## config.mk

```make
export PLATFORM = sky130hd
export DESIGN_NAME = quant_zigzag
export DESIGN_NICKNAME = d
export VERILOG_FILES = /design/src/rtl/jpeg_pkg.sv /design/src/rtl/quant_mult.sv /design/src/rtl/quant_zigzag.sv
export SDC_FILE = /design/constraint.sdc
export NUM_CORES = 2
export LEC_CHECK = 0
export CAP_MARGIN = 20
export CELL_PAD_IN_SITES_DETAIL_PLACEMENT = 0
export CELL_PAD_IN_SITES_GLOBAL_PLACEMENT = 1
export CORE_ASPECT_RATIO = 0.5
export CORE_MARGIN = 8
export CORE_UTILIZATION = 54
export CTS_BUF_LIST = sky130_fd_sc_hd__clkbuf_8
export DETAILED_ROUTE_END_ITERATION = 6
export HOLD_SLACK_MARGIN = 0.05
export PLACE_DENSITY_LB_ADDON = 0.2
export SYNTH_ARGS = -nofsm -noshare
export SYNTH_HDL_FRONTEND = slang
export SYNTH_HIERARCHICAL = 1
export SYNTH_SLANG_ARGS = --single-unit
export TNS_END_PERCENT = 100
```

## constraint.sdc

```tcl
create_clock -name clk -period 8.6 [get_ports clk]
set_input_delay 1.72 -clock clk [delete_from_list [all_inputs] [get_ports clk]]
set_output_delay 1.72 -clock clk [all_outputs]
set_load 0.02 [all_outputs]
```

## src/rtl/jpeg_pkg.sv

```systemverilog
// Shared JPEG constants: block size, quality-50 luminance quant table, its
// 16-bit fixed-point reciprocals and the zigzag-to-natural index map.
package jpeg_pkg;

   localparam int unsigned BLOCK_SIZE = 64;

   // Natural (row-major) order.
   localparam int unsigned Q_TABLE [BLOCK_SIZE] = '{
      16,  11,  10,  16,  24,  40,  51,  61,
      12,  12,  14,  19,  26,  58,  60,  55,
      14,  13,  16,  24,  40,  57,  69,  56,
      14,  17,  22,  29,  51,  87,  80,  62,
      18,  22,  37,  56,  68, 109, 103,  77,
      24,  35,  55,  64,  81, 104, 113,  92,
      49,  64,  78,  87, 103, 121, 120, 101,
      72,  92,  95,  98, 112, 100, 103,  99
   };

   // ceil(65536 / Q_TABLE[k]), natural order.
   localparam int unsigned R_TABLE [BLOCK_SIZE] = '{
      4096, 5958, 6554, 4096, 2731, 1639, 1286, 1075,
      5462, 5462, 4682, 3450, 2521, 1130, 1093, 1192,
      4682, 5042, 4096, 2731, 1639, 1150,  950, 1171,
      4682, 3856, 2979, 2260, 1286,  754,  820, 1058,
      3641, 2979, 1772, 1171,  964,  602,  637,  852,
      2731, 1873, 1192, 1024,  810,  631,  580,  713,
      1338, 1024,  841,  754,  637,  542,  547,  649,
       911,  713,  690,  669,  586,  656,  637,  662
   };

   // Zigzag position -> natural index.
   localparam int unsigned ZZ_TABLE [BLOCK_SIZE] = '{
       0,  1,  8, 16,  9,  2,  3, 10,
      17, 24, 32, 25, 18, 11,  4,  5,
      12, 19, 26, 33, 40, 48, 41, 34,
      27, 20, 13,  6,  7, 14, 21, 28,
      35, 42, 49, 56, 57, 50, 43, 36,
      29, 22, 15, 23, 30, 37, 44, 51,
      58, 59, 52, 45, 38, 31, 39, 46,
      53, 60, 61, 54, 47, 55, 62, 63
   };

endpackage

```

## src/rtl/quant_mult.sv

```systemverilog
// Two-stage sign-magnitude quantizer: |x| * R[k] >> 16, saturated, sign restored.
// Define QUANT_ROUND_EN to round half away from zero instead of truncating.
module quant_mult
   import jpeg_pkg::*;
#(
   parameter int unsigned COEF_W = 12,
   parameter int unsigned OUT_W  = 12
) (
   input  logic              clk,
   input  logic              rst,
   input  logic              in_valid,
   input  logic              in_first,
   input  logic [COEF_W-1:0] in_data,
   input  logic [5:0]        in_k,
   output logic [OUT_W-1:0]  data_out,
   output logic              out_valid,
   output logic              blk_start
);

   localparam logic [29:0] POS_LIM = 30'((1 << (OUT_W - 1)) - 1);
   localparam logic [29:0] NEG_LIM = POS_LIM + 30'd1;

   logic [COEF_W:0]  mag;
   logic [29:0]      prod;
   logic [29:0]      prod_q;
   logic             neg_q;
   logic             v1_q;
   logic             f1_q;
   logic [29:0]      mag_sh;
   logic [29:0]      limit;
   logic [OUT_W-1:0] sat_mag;
   logic [OUT_W-1:0] res;

   // Extra magnitude bit so the most negative input maps to a positive value.
   assign mag = in_data[COEF_W-1] ? -{in_data[COEF_W-1], in_data} : {1'b0, in_data};

   always_comb begin
      prod = 30'(mag) * 30'(R_TABLE[in_k]);
`ifdef QUANT_ROUND_EN
      prod = prod + 30'd32768;
`endif
   end

   always_comb begin
      mag_sh  = prod_q >> 16;
      limit   = neg_q ? NEG_LIM : POS_LIM;
      sat_mag = (mag_sh > limit) ? limit[OUT_W-1:0] : mag_sh[OUT_W-1:0];
      res     = neg_q ? -sat_mag : sat_mag;
   end

   always_ff @(posedge clk or negedge rst) begin
      if (!rst) begin
         prod_q    <= '0;
         neg_q     <= 1'b0;
         v1_q      <= 1'b0;
         f1_q      <= 1'b0;
         data_out  <= '0;
         out_valid <= 1'b0;
         blk_start <= 1'b0;
      end else begin
         prod_q    <= prod;
         neg_q     <= in_data[COEF_W-1];
         v1_q      <= in_valid;
         f1_q      <= in_first;
         data_out  <= v1_q ? res : '0;
         out_valid <= v1_q;
         blk_start <= v1_q & f1_q;
      end
   end

endmodule

```

## src/rtl/quant_zigzag.sv

```systemverilog
// 8x8 ping-pong buffer with zigzag readout feeding the quantizer pipeline.
// QUANT_ROUND_EN (see quant_mult) selects rounding; latency is unchanged.
module quant_zigzag
   import jpeg_pkg::*;
#(
   parameter int unsigned COEF_W = 12,
   parameter int unsigned OUT_W  = 12
) (
   input  logic              clk,
   input  logic              rst,
   input  logic              enb,
   input  logic [COEF_W-1:0] data_in,
   output logic [OUT_W-1:0]  data_out,
   output logic              out_valid,
   output logic              blk_start
);

   logic [COEF_W-1:0] mem [2][BLOCK_SIZE];

   logic [5:0]        wr_cnt_q;
   logic [5:0]        rd_cnt_q;
   logic              wr_bank_q;
   logic              rd_bank_q;
   logic              rd_active_q;
   logic              rd_valid_q;
   logic              rd_first_q;
   logic [COEF_W-1:0] rd_data_q;
   logic [5:0]        rd_k_q;
   logic              blk_done;
   logic [5:0]        rd_addr;

   assign blk_done = enb && (wr_cnt_q == 6'(BLOCK_SIZE - 1));
   assign rd_addr  = 6'(ZZ_TABLE[rd_cnt_q]);

   // Buffer RAM is deliberately left out of reset.
   always_ff @(posedge clk) begin
      if (enb) begin
         mem[wr_bank_q][wr_cnt_q] <= data_in;
      end
   end

   always_ff @(posedge clk or negedge rst) begin
      if (!rst) begin
         wr_cnt_q    <= '0;
         rd_cnt_q    <= '0;
         wr_bank_q   <= 1'b0;
         rd_bank_q   <= 1'b0;
         rd_active_q <= 1'b0;
         rd_valid_q  <= 1'b0;
         rd_first_q  <= 1'b0;
         rd_data_q   <= '0;
         rd_k_q      <= '0;
      end else begin
         if (enb) begin
            wr_cnt_q <= wr_cnt_q + 6'd1;
         end
         rd_valid_q <= rd_active_q;
         rd_first_q <= rd_active_q && (rd_cnt_q == 6'd0);
         if (rd_active_q) begin
            rd_data_q <= mem[rd_bank_q][rd_addr];
            rd_k_q    <= rd_addr;
         end
         // A block can only complete as the previous readout consumes its last entry.
         if (blk_done) begin
            wr_bank_q   <= ~wr_bank_q;
            rd_bank_q   <= wr_bank_q;
            rd_active_q <= 1'b1;
            rd_cnt_q    <= '0;
         end else if (rd_active_q) begin
            rd_cnt_q <= rd_cnt_q + 6'd1;
            if (rd_cnt_q == 6'(BLOCK_SIZE - 1)) begin
               rd_active_q <= 1'b0;
            end
         end
      end
   end

   quant_mult #(
      .COEF_W (COEF_W),
      .OUT_W  (OUT_W)
   ) u_quant_mult (
      .clk       (clk),
      .rst       (rst),
      .in_valid  (rd_valid_q),
      .in_first  (rd_first_q),
      .in_data   (rd_data_q),
      .in_k      (rd_k_q),
      .data_out  (data_out),
      .out_valid (out_valid),
      .blk_start (blk_start)
   );

endmodule

```

# == Word level (Yosys, flattened, before mapping) ==
# Memory sizes are Yosys's and may differ from the RTL's.
# Cells that the tools add are included.
# Widths: inputs -> output; s select.
# op_classes
addsub,4
multipliers,1
div,0
n_lt_le_gt_ge,6
eq_ne,2
shifts,0
mux,21
n_bitwise,6
n_reduce_logical,5
# ops
operator,n
$mux 768,1
$mux 12,7
$bmux 12 s6,1
$demux 12 s6,1
$mux 30,2
$gt 14x30->1,1
$mul 13x30->30,1
$ge 7x7->1 const B,4
$not 6->7,4
$mux 6,4
$mux 13,1
$neg 13->13,1
$add 6x1->6 const B,2
$eq 6x6->1 const B,2
$neg 12->12,1
$lt 7x1->1 const B,1
$logic_not 6->1,1
$mux 1,4
$logic_and 1x1->1,3
$reduce_bool 2->1,1
$and 1x1->1,1
$not 1->1,1
# word_totals
regBits,82
latch_bits,0
ramBits,1536
mem_bits_ro,4096
output_inout_bits,14
wordCells,64
n_memories,3
# mem_list
name,depth,width,read_ports,rd_ports_with_merged_regs,wr,line,rtl
(name not given),64,32,1,0,0,quant_mult.sv:38,prod = 30'(mag) * 30'(R_TABLE[in_k]);
(name not given),64,32,1,0,0,quant_zigzag.sv:33,assign rd_addr = 6'(ZZ_TABLE[rd_cnt_q]);
mem,2,768,1,0,1,quant_zigzag.sv:18,logic [COEF_W-1:0] mem [2][BLOCK_SIZE];

# == Logic depth before layout (Yosys ltp) ==
# logic_depth
depth_word,8
ltp_mapped,29

# == By module ==
# Netlist, hierarchy kept.
# by_module_without_submodules
mod,n_inst,cells_each,area_each_um2,seq_area_each_um2
quant_zigzag,1,3299,62057.0,47000.1
quant_mult,1,1022,8509.4,725.7

# == Worst setup path after synthesis ==
# No wires, ideal clock.
# synth_path
kind,flip-flop to flip-flop
start,reg rd_k_q[0]
end,reg u_quant_mult.prod_q[23]
setup_time_ps,129
t_arrival_ps,7110
t_required_ps,8471
slack_ps,1360
path_stages_with_launch,26
path_buffers,2
synth_period_minus_slack_ps,7240
cell_sequence,dfrtp_1 > clkbuf_1 > inv_1 > ha_1 > buf_2 > or2_2 > o211ai_1 > o21ai_0 > mux4_2 > inv_1 > nor2_1 > fa_1 > fa_1 > fa_1 > fa_1 > inv_1 > fa_1 > inv_1 > ha_1 > a21o_1 > a21o_1 > a2111oi_1 > nor2_1 > o32ai_4 > nor3b_1 > o41a_1
# synth_between
elab_chain_cells,5
# synth_rtl
item,line,rtl
from (decl),quant_zigzag.sv:28,logic [5:0] rd_k_q;
from (signal assigned),quant_zigzag.sv:61,rd_k_q <= rd_addr;
$not 6->7 (implied by the code),quant_mult.sv:38,
$mem_v2 64x32,--,
$mux 30 (implied by the code) (2 in a row),quant_mult.sv:38,
$mul 13x30->30,quant_mult.sv:38,
named net u_quant_mult.prod[23],quant_mult.sv:24,logic [29:0] prod;
to (signal assigned),quant_mult.sv:61,prod_q <= prod;
to (decl),quant_mult.sv:25,logic [29:0] prod_q;
# The timed path passes the listed nets, and every way through them passes these cells. The select of a mux whose other input is x is not followed.
# A chain may end at the register's enable or synchronous reset.

# == Worst setup path in the final report ==
# layout_path
start,reg rd_k_q[1]
end,reg u_quant_mult.prod_q[23]
# The elaborated chain is that of the path after synthesis.

==> flow_metrics.py <==
metrics = {
    "outcome": {
        "status": "finished clean",
    },
    "grt": {
        "grt_overflow": 0,
        "grtUsageTotal_pct": 25.9,
        "grt_start_max_net_pins": 111,
        "antenna_found_initial": 9,
        "grt_pass1_vias": 40200,
        "grt_pass1_wl_mm": 276,
    },
    "clock_tree": {
        "cts_tree": "done",
        "numCtsBuffers": 210,
        "clock-root-buffer": "clkbuf_8",
        "ctsHtreeMaxLevel": 4,
        "ctsResizeCount": 0,
        "clock_path_buffers": 3,
        "clk_latency_ns": 0.92,
        "path_clk_slew_ns": 0.07,
        "cts_setup_buffers": 0,
        "cts_num_sinks": 1600,
        "cts_hold_buf": 0,
    },
    "placement": {
        "hpwl_mm": 122,
        "numPortBuffers": 28,
        "dp.cells": 6024,
        "gp_congestion": 0.927,
    },
    "setup_path": {
        "crit_required_ns": 9.39,
        "crit_path_top_delay_cell": "mux2i_1",
        "crit_chain": "buf_4 -> inv_1 -> ha_1 -> nor2b_4 -> a2111oi_0 -> a21oi_1 -> mux2i_1 -> nand2_1 -> fa_1 -> inv_1 -> fa_1 -> fa_1 -> fa_1 -> inv_1 -> fa_1 -> inv_1 -> ha_1 -> a21o_1 -> a21o_1 -> a2111oi_1 -> nor2_1 -> o32ai_4 -> nor3b_1 -> o41a_1",
        "reg2reg_depth": 24,
        "endpoint_kind": "flip-flop",
        "critical_path.max_stage_delay_ns": 0.70,
        "critPathArrivalTime_ns": 8.66,
        "critPathLaunchType": "flip-flop",
        "crit_fanout": 12,
        "path_class": "reg -> reg",
        "cpMostUsedCell": "fa_1",
    },
    "floorplanning": {
        "boundaryPins": 29,
        "die_h_um": 272,
        "dieArea_sq_um": 143000,
        "start_util_pct": 54.6,
        "num_rows": 93,
        "design.core.area_sq_um": 129000,
        "die_w_um": 527,
    },
    "min_path": {
        "hold_path_depth": 0,
        "hold_path.class": "reg -> reg",
    },
    "yosys": {
        "synth_area_sq_um": 70600,
        "avgSynthCellArea_sq_um": 16.3,
        "yosysUniqueCellTypes": 108,
        "synth_edf_count": 1536,
        "yosysWarnings": 6,
        "synthCells": 4321,
        "ys_ff_latch": 1600,
        "async_flop_share_pct": 4.00,
        "ys_seq_area_share_pct": 67.6,
        "synth-main-ff-cell": "edfxtp_1",
    },
    "sta": {
        "fin_skew_ns": 0.0550,
        "finalSetupViolations": 0,
        "hold_viol_final": 0,
        "rsz0062_at_grt": "no",
        "max_freq_mhz": 127,
        "worst_pin_slew_ns": 1.31,
        "tns_ns": 0,
        "slew_violations": 0,
        "relSlewSlack_pct": 10.7,
        "finalCritPeriodShare_pct": 91.5,
        "fin_crit_ns": 7.87,
        "hold_ws_ns": 0.373,
    },
    "final_layout": {
        "drive_above_1_share_pct": 18.0,
        "fin_cells": 6430,
        "area_delta_synth_final_pct": 10.1,
        "final_util_pct": 60.1,
        "nets": 4791,
    },
    "routing": {
        "wl_per_cell_um": 29.3,
        "wl_met3_mm": 21.3,
        "dr_wl_met2_mm": 82.4,
        "routed.top_layer": "met4",
        "vias_per_cell": 6.36,
        "wl_met1_mm": 79.6,
        "firstDrtPassIters": 7,
        "num_vias": 40900,
        "antenna_left": 0,
        "drt_wl_total_mm": 188,
        "drt-initial-drc-count": 5842,
        "drc_errors": 0,
    },
    "power_and_ir_drop": {
        "peakVddDrop_mv": 0.273,
        "p_per_area_nw_per_um2": 279,
        "leakagePower_nw": 27.4,
    },
    "run": {
        "max_cap_violations": 0,
    },
}
cell usage in the layout (no fill, tap or decap), types with 19 or more instances in the layout:
master        n
o22ai_1      30
a211oi_1     28
o211ai_1     31
a21oi_1      77
edfxtp_1   1536
nor2b_1      23
inv_1       252
dfrtp_1      63
xnor2_1      22
nand3_1     112
fa_1        121
mux4_2      262
nand2b_1     22
ha_1        108
mux2_2       19
a32o_1       65
mux2i_1     177
nor3_1       25
nand2_1     385
clkinv_2     19
o21ai_0     101
nor2_1      262
clkinv_1     47
buf_6        36
buf_4       175
a22oi_1      45
a2111oi_0    19
clkbuf_8    216
a31oi_1      29
and3_1       24
worst paths after layout:
check                                     endpoint  slack, ns  startpoint
min in group asynchronous  u_quant_mult/prod_q[19]       0.65         rst
hold reg to reg                  u_quant_mult/v1_q       0.37  rd_valid_q
hold / removal                   u_quant_mult/v1_q       0.37  rd_valid_q
max in group asynchronous                rd_bank_q       6.74         rst
setup reg to reg           u_quant_mult/prod_q[23]       0.73   rd_k_q[1]
setup / recovery           u_quant_mult/prod_q[23]       0.73   rd_k_q[1]
registers in the layout, summed over array words and instances, names as in the netlist, 6 cells and up:
| register | count |
|---|---|
| u_quant_mult/data_out | 12 |
| mem | 1536 |
| wr_cnt_q | 6 |
| u_quant_mult/prod_q | 12 |
| rd_cnt_q | 6 |
| rd_data_q | 12 |
| rd_k_q | 6 |
kinds of logic after synthesis:
group / Yosys count / share of synthesized area, %
buffers and inverters: 416 / 2.79
flip-flops: 1600 / 67.6
adder cells (fa/ha/maj): 229 / 5.35
other: 2 / 0.0106
multiplexers: 460 / 11.2
XOR/XNOR: 31 / 0.385
AND/OR/NAND/NOR: 967 / 6.07
AO/OA/AOI/OAI: 616 / 6.55
layer usage:
layer  track usage (%)  up-vias
met3              7.18      276
met2              37.7     2155
met5                 0        -
met4              7.33        0
li1                  -    17300
met1              38.6    21100
metrics by stage:
| stage | setup slack, ns | total power [mW] | area, sq um |
|---|---|---|---|
| floorplan | 1.36 | 14.1 | 70600 |
| global placement | 0.732 | 16.2 | 73000 |
| detailed placement | 0.721 | 16.3 | 73500 |
| CTS | 0.746 | 21.7 | 77500 |
| global route | 0.356 | 22.6 | 77700 |
| finish | 0.729 | 21.7 | 77700 |
cells in the mapped netlist (all sizes together) (64+ instances only):
master	n	area (sq um)
a21oi	78	394
a32o	65	651
buf	119	851
clkbuf	122	462
dfrtp	64	1600
edfxtp	1536	46100
fa	121	2420
ha	108	1350
inv	174	653
mux2i	177	1770
mux4	262	5900
nand2	386	1460
nand3	112	561
nor2	276	1040
o21ai	116	584
where the power goes:
group | internal [mW] | leakage (nW) | switching, mW
combinational | 2.68 | 10.5 | 4.52
sequential | 8.75 | 14.6 | 0.261
clock | 2.60 | 2.31 | 2.88
layout make-up:
class                   instances  area [sq um]
inverters                     175           657
diodes                          3          7.51
clock buffers                 216          2970
well taps                    1710          2140
flip-flops and latches       1600         47700
clock inverters               166           981
fillers                      9580         51500
multi-input cells            2317         21100
repair buffers                243          2120
critical path: cells and delay by family (launching register included):
family | cells | cell delay [ns]
compound gates | 7 | 2.14
fa+ha+maj | 7 | 3.59
buf+inv | 5 | 0.49
flops | 1 | 0.32
mux | 1 | 0.70
simple gates | 4 | 0.53
Power figures use the tool's default switching activity.
==> variant (same settings) <==
The option `QUANT_ROUND_EN` is turned on by a define.
--- a/src/rtl/quant_mult.sv
+++ b/src/rtl/quant_mult.sv
@@ -1,4 +1,6 @@
 // Two-stage sign-magnitude quantizer: |x| * R[k] >> 16, saturated, sign restored.
 // Define QUANT_ROUND_EN to round half away from zero instead of truncating.
+`define QUANT_ROUND_EN
+
 module quant_mult
    import jpeg_pkg::*;
Formal check against the unedited RTL: no difference found for any inputs over 4 cycles, from zero or initial values and one cycle with rst low; that may be too few to reach the edited logic, so the function may still have changed.
==> variant against the original RTL <==
  * The flow now finishes with violations (DRC)
  * Non-clock buffer count increased by 16
  * Synthesized area fell by 0.26%
  * Cell area shrank 0.48%
  * Core utilization is 0.23 points lower
  * Sequential share of layout area rose by 0.33 points
  * Count of clock-buffer cells in the layout down 7
  * Via count is 0.88% lower
  * Fmax is 2.6% higher
  * Sequential cell count is 1 higher
  * Total power is 1.0% lower
  * Worst setup slack improved by 0.20 ns
  * Die area is 0.25% lower
  * Wire length is 0.30% lower
  * Critical path type unchanged
==> variant: results (changes against the original RTL) <==
status complete, but fails checks; violated checks DRC; post-CTS repair timing setup buffer count 0 (unchanged); worst hold endpoint u_quant_mult/v1_q; largest net degree at the start of global routing 104 (-6.3%); Layout Cells excl Fill 6399 (-0.48%); # placed instances 6009 (-0.25%); register area share after synthesis 67.8% (+0.21 points); highest fanout seen on the critical path 9 (-3); dominant synthesized flop cell edfxtp_1; clock latency on the worst-skew pair 0.93 ns; HP Start rd_valid_q; Worst Clk Skew 0.0584 ns (+0.00336 ns); share of cells above drive strength 1 17.9% (-0.18 points); post-synth cell types 90 (-17%); Final HPWL DP 120000 um (-1.5%); fillers 9653 (+0.76%); Routed WL 188000 um (-0.30%); R2R setup slack 0.93 ns (+0.20 ns); worst endpoint data arrival time 8.52 ns (-0.14 ns); WS Path Type reg -> reg; initial drt markers 5268 (-9.8%); Synth top cells by count edfxtp_1, nand2_1, nor2_1; Worst path top cell family by delay adder cells; Worst path depth 25 (+4.2%); Residual DRC 1 (+1); Mean Syn Cell Area 16.4 um2 (+0.63%); Clock Path Buffers 3 (unchanged); Synth async-reset ratio 4.06% (+0.060 points); port bufs 28 (unchanged); nets@finish 4787 (-0.083%); hold path cells 0 (unchanged); largest cells by area after synthesis edfxtp_1, mux4_2, fa_1, mux2i_1, dfrtp_1; Worst R2R End u_quant_mult/prod_q[27]; CTS Root Cell clkbuf_8; number of enable flip-flop cells after synthesis 1536 (unchanged); initial antenna violation count 4 (-5); # resized after CTS 0 (unchanged); first-pass GRT wire length 276000 um (about the same); largest registers mem: 1536 flops, u_quant_mult/prod_q: 13 flops; Slowest cell on crit path mux2i_1; Pleak 27.7 nW (+0.76%); CTS Buf Count 209 (-0.48%); total track usage 26.0% (+0.048 points); total number of vias 40500 (-0.88%); Synth top area share 65.5% (+0.17 points); DR pass1 iterations 7 (unchanged); crit-path max cell delay 0.58 ns (-0.12 ns); Max IR drop VDD 324 uV (+19%); vias in the first global route 40400 (+0.50%); clock transition at the registers of the reported paths 0.06 ns; pin slew with the least headroom to its limit 1.21 ns (-0.0911 ns); worst setup path start rd_k_q[1]; H-tree levels 4 (unchanged); yosys warns 6 (unchanged); routability congestion estimate 0.911 (-1.7%)
-- variant: metal layers --
layer  global-route usage [%]  share of wire [%]  vias up
met5                        0                  0        -
met4                     6.36                2.0        0
met3                     7.80                 12      264
met2                     38.5                 44     2049
met1                     38.1                 42    21000
li1                         -                  -    17200
-- variant: through the flow --
step	utilization, %	hold WS, ns	total power [mW]	cell area [um2]	setup slack [ns]
3_5_place_dp	56.9	0.335	16.4	73500	0.869
4_1_cts	59.8	0.349	21.5	77200	0.931
5_1_grt	59.9	0.358	22.4	77300	0.469
3_3_place_gp	56.7	0.334	16.3	73100	0.848
2_1_floorplan	-	0.331	14.0	70400	1.20
6_report	59.9	0.347	21.5	77300	0.927
-- variant: power breakdown --
part | switching (mW) | internal, mW | total [mW]
combinational | 4.53 | 2.75 | 7.28
clock | 2.84 | 2.35 | 5.19
sequential | 0.239 | 8.75 | 8.99
total | 7.61 | 13.9 | 21.5
-- variant: kinds of logic (layout without fill, tap and decap cells) --
logic type | after synthesis | in the layout | share of synthesized area, %
compound gates | 592 | 592 | 6.14
xor+xnor | 39 | 39 | 0.496
fa+ha+maj | 251 | 251 | 5.75
buf+inv | 386 | 777 | 2.62
flops | 1601 | 1601 | 67.8
mux | 456 | 456 | 11.1
other cells | 2 | 17 | 0.0107
simple gates | 956 | 956 | 6.00
-- variant: layout make-up --
class	count	share of cell area, %
Tap cell	1710	2.77
Antenna cell	3	0.00971
Multi-Input combinational cell	2308	27.2
Sequential cell	1601	61.8
Inverter	142	0.689
Timing Repair Buffer	259	2.81
Clock buffer	209	3.72
Clock inverter	167	1.07
